File: src/rtl/cdc_pulse_feeder.sv
// Source-domain feeder for the pulse/data CDC bridge: buffers ready/valid words and issues them
// as single-cycle pulses gated by the bridge's active flag. Optional watchdog: CDC_FEEDER_WATCHDOG_EN.
module cdc_pulse_feeder #(
  parameter int DW    = 8,
  parameter int DEPTH = 4,
  parameter int TO_W  = 16
) (
  input  logic                     clk,
  input  logic                     rst,
  input  logic [DW-1:0]            in_data,
  input  logic                     in_vld,
  output logic                     in_rdy,
  output logic [DW-1:0]            out_din,
  output logic                     out_vld,
  input  logic                     br_active,
  output logic [$clog2(DEPTH):0]   level,
  output logic                     to_err
);

  localparam int AW = $clog2(DEPTH);

  if (DEPTH < 2 || DEPTH > 256 || (DEPTH & (DEPTH - 1)) != 0 || TO_W < 2) begin : g_bad_param
    $error("cdc_pulse_feeder: DEPTH must be a power of two in 2..256 and TO_W >= 2");
  end

  typedef enum logic [1:0] {
    IDLE  = 2'd0,
    SEND  = 2'd1,
    GUARD = 2'd2,
    WAIT  = 2'd3
  } state_t;

  state_t        state;
  logic [DW-1:0] mem [DEPTH];
  logic [AW:0]   wr_ptr, rd_ptr;
  logic [AW:0]   wr_nxt, rd_nxt;
  logic          full, empty, push, pop;

  // Pointers carry one extra bit so full and empty are distinguishable at equal addresses.
  assign full   = (wr_ptr[AW] != rd_ptr[AW]) && (wr_ptr[AW-1:0] == rd_ptr[AW-1:0]);
  assign empty  = (wr_ptr == rd_ptr);
  assign in_rdy = !full;
  assign push   = in_vld && !full;
  assign pop    = (state == IDLE) && !empty && !br_active;
  assign wr_nxt = wr_ptr + {{AW{1'b0}}, push};
  assign rd_nxt = rd_ptr + {{AW{1'b0}}, pop};

  always_ff @(posedge clk) begin
    if (push) mem[wr_ptr[AW-1:0]] <= in_data;
  end

  always_ff @(posedge clk or posedge rst) begin
    if (rst) begin
      state   <= IDLE;
      wr_ptr  <= '0;
      rd_ptr  <= '0;
      level   <= '0;
      out_din <= '0;
      out_vld <= 1'b0;
    end else begin
      wr_ptr  <= wr_nxt;
      rd_ptr  <= rd_nxt;
      level   <= wr_nxt - rd_nxt;
      out_vld <= 1'b0;
      case (state)
        IDLE: begin
          if (pop) begin
            out_din <= mem[rd_ptr[AW-1:0]];
            out_vld <= 1'b1;
            state   <= SEND;
          end
        end
        SEND:  state <= GUARD;
        // The bridge raises active one cycle late, so it is only trusted from WAIT onward.
        GUARD: state <= WAIT;
        WAIT:  if (!br_active) state <= IDLE;
        default: state <= IDLE;
      endcase
    end
  end

`ifdef CDC_FEEDER_WATCHDOG_EN
  localparam logic [TO_W-1:0] WD_ONE = 1;
  localparam logic [TO_W-1:0] WD_PRE = ~WD_ONE;

  logic [TO_W-1:0] wd_cnt;
  logic            to_err_q;

  // Error is flagged on the edge the counter reaches all-ones; the transfer is never aborted.
  always_ff @(posedge clk or posedge rst) begin
    if (rst) begin
      wd_cnt   <= '0;
      to_err_q <= 1'b0;
    end else if (state == WAIT && br_active) begin
      if (wd_cnt != '1) wd_cnt <= wd_cnt + WD_ONE;
      if (wd_cnt == WD_PRE || wd_cnt == '1) to_err_q <= 1'b1;
    end else begin
      wd_cnt <= '0;
    end
  end

  assign to_err = to_err_q;
`else
  assign to_err = 1'b0;
`endif

endmodule
File: config.mk
export PLATFORM = sky130hd
export DESIGN_NAME = cdc_pulse_feeder
export DESIGN_NICKNAME = d
export VERILOG_FILES = /design/src/rtl/cdc_pulse_feeder.sv
export SDC_FILE = /design/constraint.sdc
export NUM_CORES = 1
export LEC_CHECK = 0
export BUFFER_PORTS_ARGS = -buffer_cell sky130_fd_sc_hd__buf_2
export CORE_ASPECT_RATIO = 2
export CORE_MARGIN = 2
export CORE_UTILIZATION = 37
export DETAILED_ROUTE_END_ITERATION = 7
export SYNTH_ARGS = -nofsm -noshare
export SYNTH_HDL_FRONTEND = slang
export SYNTH_SLANG_ARGS = --single-unit
File: constraint.sdc
create_clock -name clk -period 7.47 [get_ports clk]
set_clock_uncertainty 0.05 [all_clocks]
set_input_delay 1.494 -clock clk [delete_from_list [all_inputs] [get_ports clk]]
set_output_delay 1.494 -clock clk [all_outputs]
set_load 0.005 [all_outputs]
==> flow_summary.ini, run 1 <==
[place]
gp_congestion = 0.6614
io_buffers = 24
dpl_worst_slack_ps = 4345
dp.cells = 198
dp_hpwl_mm = 2.166

[yosys]
synth_warnings = 0
synth_area_um2 = 2125
synth_area_leaders = edfxtp_1 45%, dfrtp_1 24%, mux4_2 8.5%
synth.avg_cell_area_um2 = 18.80
yosysSeqAreaShare_pct = 68.79
syn_inst = 113
synth_cell_types = 23
synth-seq-cells = 52
synth_top_area_share_pct = 45.23
synth_nets = 135
synth_top_area_cell = edfxtp_1

[cells_and_area]
n_antenna_cell = 0
layoutNonFillerInstCount = 206
final_common_cell = edfxtp_1
n_fill_cell = 481
final_cell_mix = 32 x edfxtp_1, 24 x buf_2, 20 x dfrtp_1
syn_to_final_growth_pct = 15.90
drive_gt1_share_pct = 36.55
nets = 166

[sta]
max_clock_freq_ghz = 0.3081
setup_tns_ps = 0
finalCritPeriodShare_pct = 43.44
rsz0062_at_grt = no
min_period_ps = 3245
slew_violations = 0
tightest_slew_ps = 788.6
setup_ws_ps = 4225
finalSetupViolCount = 0
hold_viol = 0
relSlewSlack_pct = 47.37

[critical_path]
r2r-end = level[2]$_DFF_PP0_
rrSetupSlack_ps = 4650
crit_path_end_kind = output pin
cpPeakStageDelay_ps = 770
required_ps = 5930
timing.rr.start = rd_ptr[0]$_DFF_PP0_
worst-path-max-fanout = 11
path_cells = xor2_1 -> or3_1 -> buf_2
rr_worst_depth = 7
critPathArrivalTime_ps = 1700
critPathKind = flop to output pin
slowest_stage = dfrtp_1
cp-start-kind = flop
cpLargestDelayFamily = flip-flops
critPathBufInv = 1

[route]
vias = 1015
route.antenna.remaining_nets = 0
dr.pass1.iters = 4
wl_mm = 3.196
drc_errors = 0
drtIter0Drc = 36
vias_per_cell = 4.927
avgRoutedWirePerCell_um = 15.51

[cts]
cts_buffer_depth = 2
postCtsHoldBufs = 0
cts_made_buffers = 5
cts_tree = yes
cts_root_buf = clkbuf_16
clkLatencyLatePin_ps = 280
path_clk_slew_ps = 60
htree_levels = 2
cts_resized = 0
cts_sinks = 52
post_cts_buffers = 0

[power_and_ir_drop]
power.density_nw_per_um2 = 427.4
p_leak_nw = 0.9809
power_w = 0.001052
vdd_ir_drop_max_v = 0.0002514

[hold_path]
min_path_type = flop to flop
whs_endpoint = out_din[6]$_DFFE_PP0P_
min_path_cells = 1
min_from = out_din[6]$_DFFE_PP0P_

[global_routing]
grt_pass1_wl_mm = 5.340
grt_pass1_vias = 1080
antenna_found_initial = 0
grt_usage_pct = 11.34
grt_max_degree = 21
overflow = 0

[die]
die_w_um = 57.58
die-height_um = 111.2
design.die.area_um2 = 6401
initial_utilization_pct = 37.86
std_cell_rows = 39
core-area_um2 = 5612
pin_count = 26

[run]
cap_violations = 0

[run_status]
outcome = completed
-- report_power, final --
group | switching [W] | leakage (nW) | internal [W] | total (W)
combinational | 0.000164 | 0.383 | 0.000187 | 0.000352
clock | 0.0000962 | 0.0671 | 0.000125 | 0.000221
sequential | 0.0000699 | 0.530 | 0.000410 | 0.000480
-- cells in the mapped netlist --
master / number
conb_1: 1
a311oi_4: 1
buf_4: 2
o21a_1: 1
or3_1: 1
inv_1: 9
xor2_1: 5
nor3_1: 1
o31ai_1: 1
mux2i_1: 1
dfrtp_1: 20
nor3b_1: 2
mux4_2: 8
nor2_1: 1
fa_1: 1
and3_2: 1
a41oi_1: 1
buf_6: 1
ha_1: 9
mux2_2: 9
edfxtp_1: 32
a311oi_1: 1
xnor2_1: 4
-- how the worst max path moves through the flow --
stage                               endpoint           startpoint  cells after the start  slack (ps)
final                                 in_rdy  rd_ptr[0]$_DFF_PP0_                      3        4220
after global routing                  in_rdy  rd_ptr[0]$_DFF_PP0_                      3        4110
after CTS                             in_rdy  rd_ptr[0]$_DFF_PP0_                      3        4180
after detailed placement  level[2]$_DFF_PP0_               in_vld                      7        4350
after global placement    level[2]$_DFF_PP0_               in_vld                      7        4380
after floorplan           level[2]$_DFF_PP0_               in_vld                      6        4560
-- cell type report --
cell class / instances / area [um^2] / area share (%)
Clock buffer: 6 / 128.9 / 5.234
Clock inverter: 2 / 16.27 / 0.6606
Inverter: 9 / 33.78 / 1.372
Multi-Input combinational cell: 49 / 603.1 / 24.49
Sequential cell: 52 / 1461 / 59.35
Tap cell: 61 / 76.32 / 3.100
Timing Repair Buffer: 27 / 142.6 / 5.793
-- sequential cells by signal (all words and copies together), names as in the netlist --
signal   cells
wr_ptr       3
level        3
out_din      8
state        2
mem         32
out_vld      1
rd_ptr       3
-- through the flow --
step / utilization [%] / hold slack [ps] / cell area, um^2
after floorplan: - / 440.9 / 2125
after global placement: 41.29 / 437.3 / 2317
after detailed placement: 41.29 / 441.8 / 2317
after CTS: 43.88 / 456.9 / 2462
after global routing: 43.88 / 475.7 / 2462
final: 43.88 / 448.3 / 2462
-- cells by family (layout without fill, tap and decap cells) --
logic type	after synthesis	after routing	synth area share [%]
AO/OA/AOI/OAI	5	5	2.769
XOR/XNOR	9	9	3.710
adder cells (fa/ha/maj)	10	10	6.243
buffers and inverters	12	44	2.826
flip-flops	52	52	68.79
multiplexers	18	18	13.72
other	1	1	0.1765
AND/OR/NAND/NOR	6	6	1.767
-- worst reg2reg max path: cells and delay by family (launching register included) --
family                     cells  cell delay [ps]
adders and majority gates      3              930
buffers and inverters          1              120
AOI/OAI and AO/OA              1              510
DFF                            1              770
xor gates and xnor gates       2              340
-- metal layers --
metal  part of all wire, %  routed length (um)  global-route usage, %  vias to the layer above
met4                   2.0                  64                  4.651                        0
li1                      -                   -                      -                      480
met1                    41                1299                  13.23                      502
met3                   4.4                 141                  2.684                        6
met2                    53                1689                  19.39                       27
met5                     0                   0                      0                        -
(Power assumes the default switching activity.)
==> inputs of run 2 (changes only) <==
- clock period: 7.47 -> 2.95 ns (I/O delays scaled with it)
==> run 2 against run 1 <==
  * Core utilization up 1.1 points
  * Critical path depth up 4
  * Clock power rose to 3.3 times the previous value
  * Sequential power up 140%
  * Worst setup slack worse by 3900 ps
  * Sequential cell count unchanged
  * Critical endpoint is now level[2]$_DFF_PP0_
==> flow_summary.ini, run 2 (synthesized netlist as in run 1, its figures left out) <==
[power_and_ir_drop]
p_int_w = 0.002016
pwr-share-comb_pct = 33.6
vdd_ir_drop_max_v = 0.0007656
clkPwrFrac_pct = 25.6
power_frac_seq_pct = 40.8
netSwitchingFraction_pct = 29.93
power.density_nw_per_um2 = 1139
p_leak_nw = 1.018
p_switching_w = 0.0008612

[die]
pin_count = 26
std_cell_rows = 39
die_w_um = 57.58
initial_utilization_pct = 37.86
design.die.area_um2 = 6401
core-area_um2 = 5612
die-height_um = 111.2

[route]
drtIter0Drc = 18
vias_per_cell = 5.058
dr.pass1.iters = 4
drc_errors = 0
avgRoutedWirePerCell_um = 15.90
route.antenna.remaining_nets = 0
wl_mm = 3.307
vias = 1052

[cells_and_area]
syn_to_final_growth_pct = 18.90
drive_gt1_share_pct = 38.10
nets = 168
final_area_um2 = 2526
final_common_cell = edfxtp_1
n_antenna_cell = 0
final_cell_mix = 32 x edfxtp_1, 24 x buf_2, 20 x dfrtp_1
largest_reg_flops = 32

[cts]
cts_tree = yes
cts_sinks = 52
htree_levels = 2
cts_root_buf = clkbuf_16
cts_made_buffers = 5
path_clk_slew_ps = 70
clkLatencyLatePin_ps = 290
postCtsHoldBufs = 0
cts_buffer_depth = 2
cts_resized = 0
post_cts_buffers = 0

[critical_path]
crit_path_end_kind = flop
path_cells = xor2_1 -> o31ai_1 -> inv_1 -> ha_1 -> ha_1 -> fa_1 -> xor2_1
cp-start-kind = flop
required_ps = 3070
slowest_stage = dfrtp_1
critPathArrivalTime_ps = 2730
cpLargestDelayFamily = adder cells
worst-path-max-fanout = 7
cpPeakStageDelay_ps = 510
cp-startpoint = rd_ptr[0]$_DFF_PP0_
critPathBufInv = 1
critPathKind = flop to flop
timing.rr.start = rd_ptr[0]$_DFF_PP0_

[sta]
hold_viol = 0
slew_violations = 0
tightest_slew_ps = 818.1
setup_tns_ps = 0
finalSetupViolCount = 0
relSlewSlack_pct = 45.40
rsz0062_at_grt = no
max_clock_freq_ghz = 0.3821
min_period_ps = 2617
finalCritPeriodShare_pct = 88.71

[global_routing]
grt.met1_usage_pct = 13.14
grt_pass1_vias = 1190
met3_usage_pct = 3.384
grt_usage_pct = 11.84
grt_max_degree = 21
overflow = 0
top_usage_layer = met2
grtUsageMet2_pct = 20.08
grt_pass1_wl_mm = 5.616
antenna_found_initial = 0

[run]
cap_violations = 0

[place]
io_buffers = 24
gp_congestion = 0.6542
dp_hpwl_mm = 2.303
place_area_um2 = 2332

[hold_path]
min_path_type = input pin to async pin

[run_status]
outcome = completed
==> run 2: cell type report <==
| class | instances | area, um^2 |
|---|---|---|
| Inverter | 9 | 33.78 |
| Tap cell | 61 | 76.32 |
| Clock inverter | 3 | 68.82 |
| Sequential cell | 52 | 1461 |
| Clock buffer | 5 | 125.1 |
| Multi-Input combinational cell | 49 | 603.1 |
| Fill cell | 479 | 3085 |
| Timing Repair Buffer | 29 | 157.7 |
==> run 2: final timing paths <==
| path | to | slack, ps | depth (start not counted) |
|---|---|---|---|
| max | level[2]$_DFF_PP0_ | 330 | 7 |
| min in group clk | out_din[6]$_DFFE_PP0P_ | 450 | 1 |
| min | out_din[3]$_DFFE_PP0P_ | 400 | 2 |
| min reg2reg | out_din[6]$_DFFE_PP0P_ | 450 | 1 |
| max reg2reg | level[2]$_DFF_PP0_ | 330 | 7 |
| max in group asynchronous | state[0]$_DFFE_PP0P_ | 1940 | 2 |
==> run 2: power by group through the flow <==
| stage | Sequential (W) | Clock, W | Combinational (W) |
|---|---|---|---|
| 4_1_cts | 0.00118 | 0.000759 | 0.000992 |
| 6_report | 0.00117 | 0.000736 | 0.000968 |
| 2_1_floorplan | 0.00116 | 0 | 0.000718 |
| 3_3_place_gp | 0.00118 | 0 | 0.000965 |
| 3_5_place_dp | 0.00119 | 0 | 0.000987 |
| 5_1_grt | 0.00121 | 0.000786 | 0.00110 |
==> run 2: metrics by stage <==
step	util (%)	hold slack, ps	cells	worst slack, ps	power [W]
2_1_floorplan	-	440.9	113	563.9	0.001874
3_3_place_gp	41.56	436.8	200	409.8	0.002148
3_5_place_dp	41.56	441.3	200	340.0	0.002177
4_1_cts	45.02	426.7	208	323.5	0.002929
5_1_grt	45.02	459.8	208	111.0	0.003087
6_report	45.02	402.8	208	333.1	0.002878
==> run 2: worst reg2reg max path, stage by stage (launching register included) <==
cell     delay [ps]
dfrtp_1         510
xor2_1          230
o31ai_1         500
inv_1           120
ha_1            200
ha_1            310
fa_1            410
xor2_1          170
==> run 2: per-layer routing <==
layer  vias up  routed length, um
li1        484                  -
met1       531               1333
met2        27               1740
met3        10                141
met4         0                 91
met5         -                  0
==> inputs of run 3 (changes only) <==
- REMOVE_ABC_BUFFERS: default -> 1
==> run 3 against run 2 <==
  * Core utilization is 0.33 points lower
  * Clock power is 13% lower
  * Total power down 3.4%
  * Register-to-register slack improved by 120 ps
  * Final area fell by 0.74%
  * Critical endpoint unchanged
  * Largest cell class unchanged
  * Highest routed layer unchanged
==> flow_summary.ini, run 3 (synthesized netlist as in run 1, its figures left out) <==
[run_status]
outcome = completed

[cells_and_area]
largest_reg_flops = 32
nets = 169
layoutNonFillerInstCount = 209
n_antenna_cell = 0
drive_gt1_share_pct = 37.84
final_common_cell = edfxtp_1
syn_to_final_growth_pct = 18.02
final_cell_mix = 32 x edfxtp_1, 24 x buf_2, 20 x dfrtp_1
n_fill_cell = 467
regArea_um2 = 1461
multi_input_area_um2 = 603.1

[sta]
setup_ws_ps = 450.0
slew_violations = 0
setup_tns_ps = 0
tightest_slew_ps = 774.9
rsz0062_at_grt = no
relSlewSlack_pct = 48.28
finalCritPeriodShare_pct = 84.75
hold_viol = 0
finalSetupViolCount = 0
min_period_ps = 2500
max_clock_freq_ghz = 0.4000
hold_slack_ps = 388.7

[route]
dr.pass1.iters = 4
wl_mm = 3.137
drtIter0Drc = 41
route.layer.met1.wl_mm = 1.286
drc_errors = 0
avgRoutedWirePerCell_um = 15.01
route.antenna.remaining_nets = 0
wl_met2_mm = 1.661
top_layer = met4
vias_per_cell = 4.833
wl_met3_um = 134
vias = 1010

[place]
gp_congestion = 0.7270
dpl_worst_slack_ps = 456.7
dp.cells = 201
dp_hpwl_mm = 2.276
io_buffers = 24

[die]
pin_count = 26
std_cell_rows = 39
initial_utilization_pct = 37.86
design.die.area_um2 = 6401
core-area_um2 = 5612
die_w_um = 57.58
die-height_um = 111.2

[cts]
cts_buffer_depth = 2
path_clk_slew_ps = 60
cts_made_buffers = 5
htree_levels = 2
cts_resized = 0
cts_tree = yes
cts_root_buf = clkbuf_16
clkLatencyLatePin_ps = 280
cts_sinks = 52
post_cts_buffers = 0
postCtsHoldBufs = 0

[critical_path]
timing.rr.start = rd_ptr[2]$_DFF_PP0_
r2r-end = level[2]$_DFF_PP0_
required_ps = 3060
critPathKind = flop to flop
rrSetupSlack_ps = 450
crit_path_end_kind = flop
rr_worst_depth = 7
worst-path-max-fanout = 5
cp-start-kind = flop
critPathArrivalTime_ps = 2610
cp-startpoint = rd_ptr[2]$_DFF_PP0_

[power_and_ir_drop]
power.density_nw_per_um2 = 1109
vdd_ir_drop_max_v = 0.0006582
p_leak_nw = 1.010

[global_routing]
antenna_found_initial = 0
grt_pass1_vias = 1058
grt_usage_pct = 11.13
grt_pass1_wl_mm = 5.271
overflow = 0
grt_max_degree = 21

[run]
cap_violations = 0

[hold_path]
min_path_type = input pin to async pin
-- run 3: cell count changes in the layout (fill, tap and decap cells not counted) --
| cell | delta |
|---|---|
| bufinv_16 | -1 |
| clkbuf_1 | +1 |
| buf_4 | +1 |
-- run 3: metal layers --
layer  track usage, %  vias up
met3            3.034        5
li1                 -      491
met2            17.95       27
met4            4.651        0
met1            13.78      487
met5                0        -
-- run 3: worst max-delay path by stage --
stage,to,slack [ps],depth (start not counted)
finish,level[2]$_DFF_PP0_,450,7
global route,level[2]$_DFF_PP0_,320,9
CTS,level[2]$_DFF_PP0_,440,7
detailed placement,level[2]$_DFF_PP0_,460,7
global placement,level[2]$_DFF_PP0_,500,7
floorplan,level[2]$_DFF_PP0_,460,7
-- run 3: critical path: stages, from the launching register on --
cell and delay (ps):
dfrtp_1 400, xnor2_1 220, o31ai_1 500, inv_1 110, ha_1 200, ha_1 300, fa_1 410, xor2_1 170
-- run 3: final cells by class --
cell class	instances	share of cell area, %
Tap cell	61	3.044
Sequential cell	52	58.28
Multi-Input combinational cell	49	24.05
Clock buffer	6	5.140
Inverter	9	1.347
Timing Repair Buffer	30	6.587
Clock inverter	2	1.547
-- run 3: where the power goes --
| part | total [W] | switching (W) | internal, W |
|---|---|---|---|
| clock | 0.000643 | 0.000240 | 0.000403 |
| combinational | 0.000975 | 0.000479 | 0.000497 |
| sequential | 0.00116 | 0.000123 | 0.00104 |
-- run 3: through the flow --
stage	util, %	total power (W)	cell area (um^2)
2_1_floorplan	-	0.001846	2098
3_3_place_gp	41.69	0.002159	2340
3_5_place_dp	41.69	0.002185	2340
4_1_cts	44.68	0.002835	2507
5_1_grt	44.68	0.002982	2507
6_report	44.68	0.002780	2507
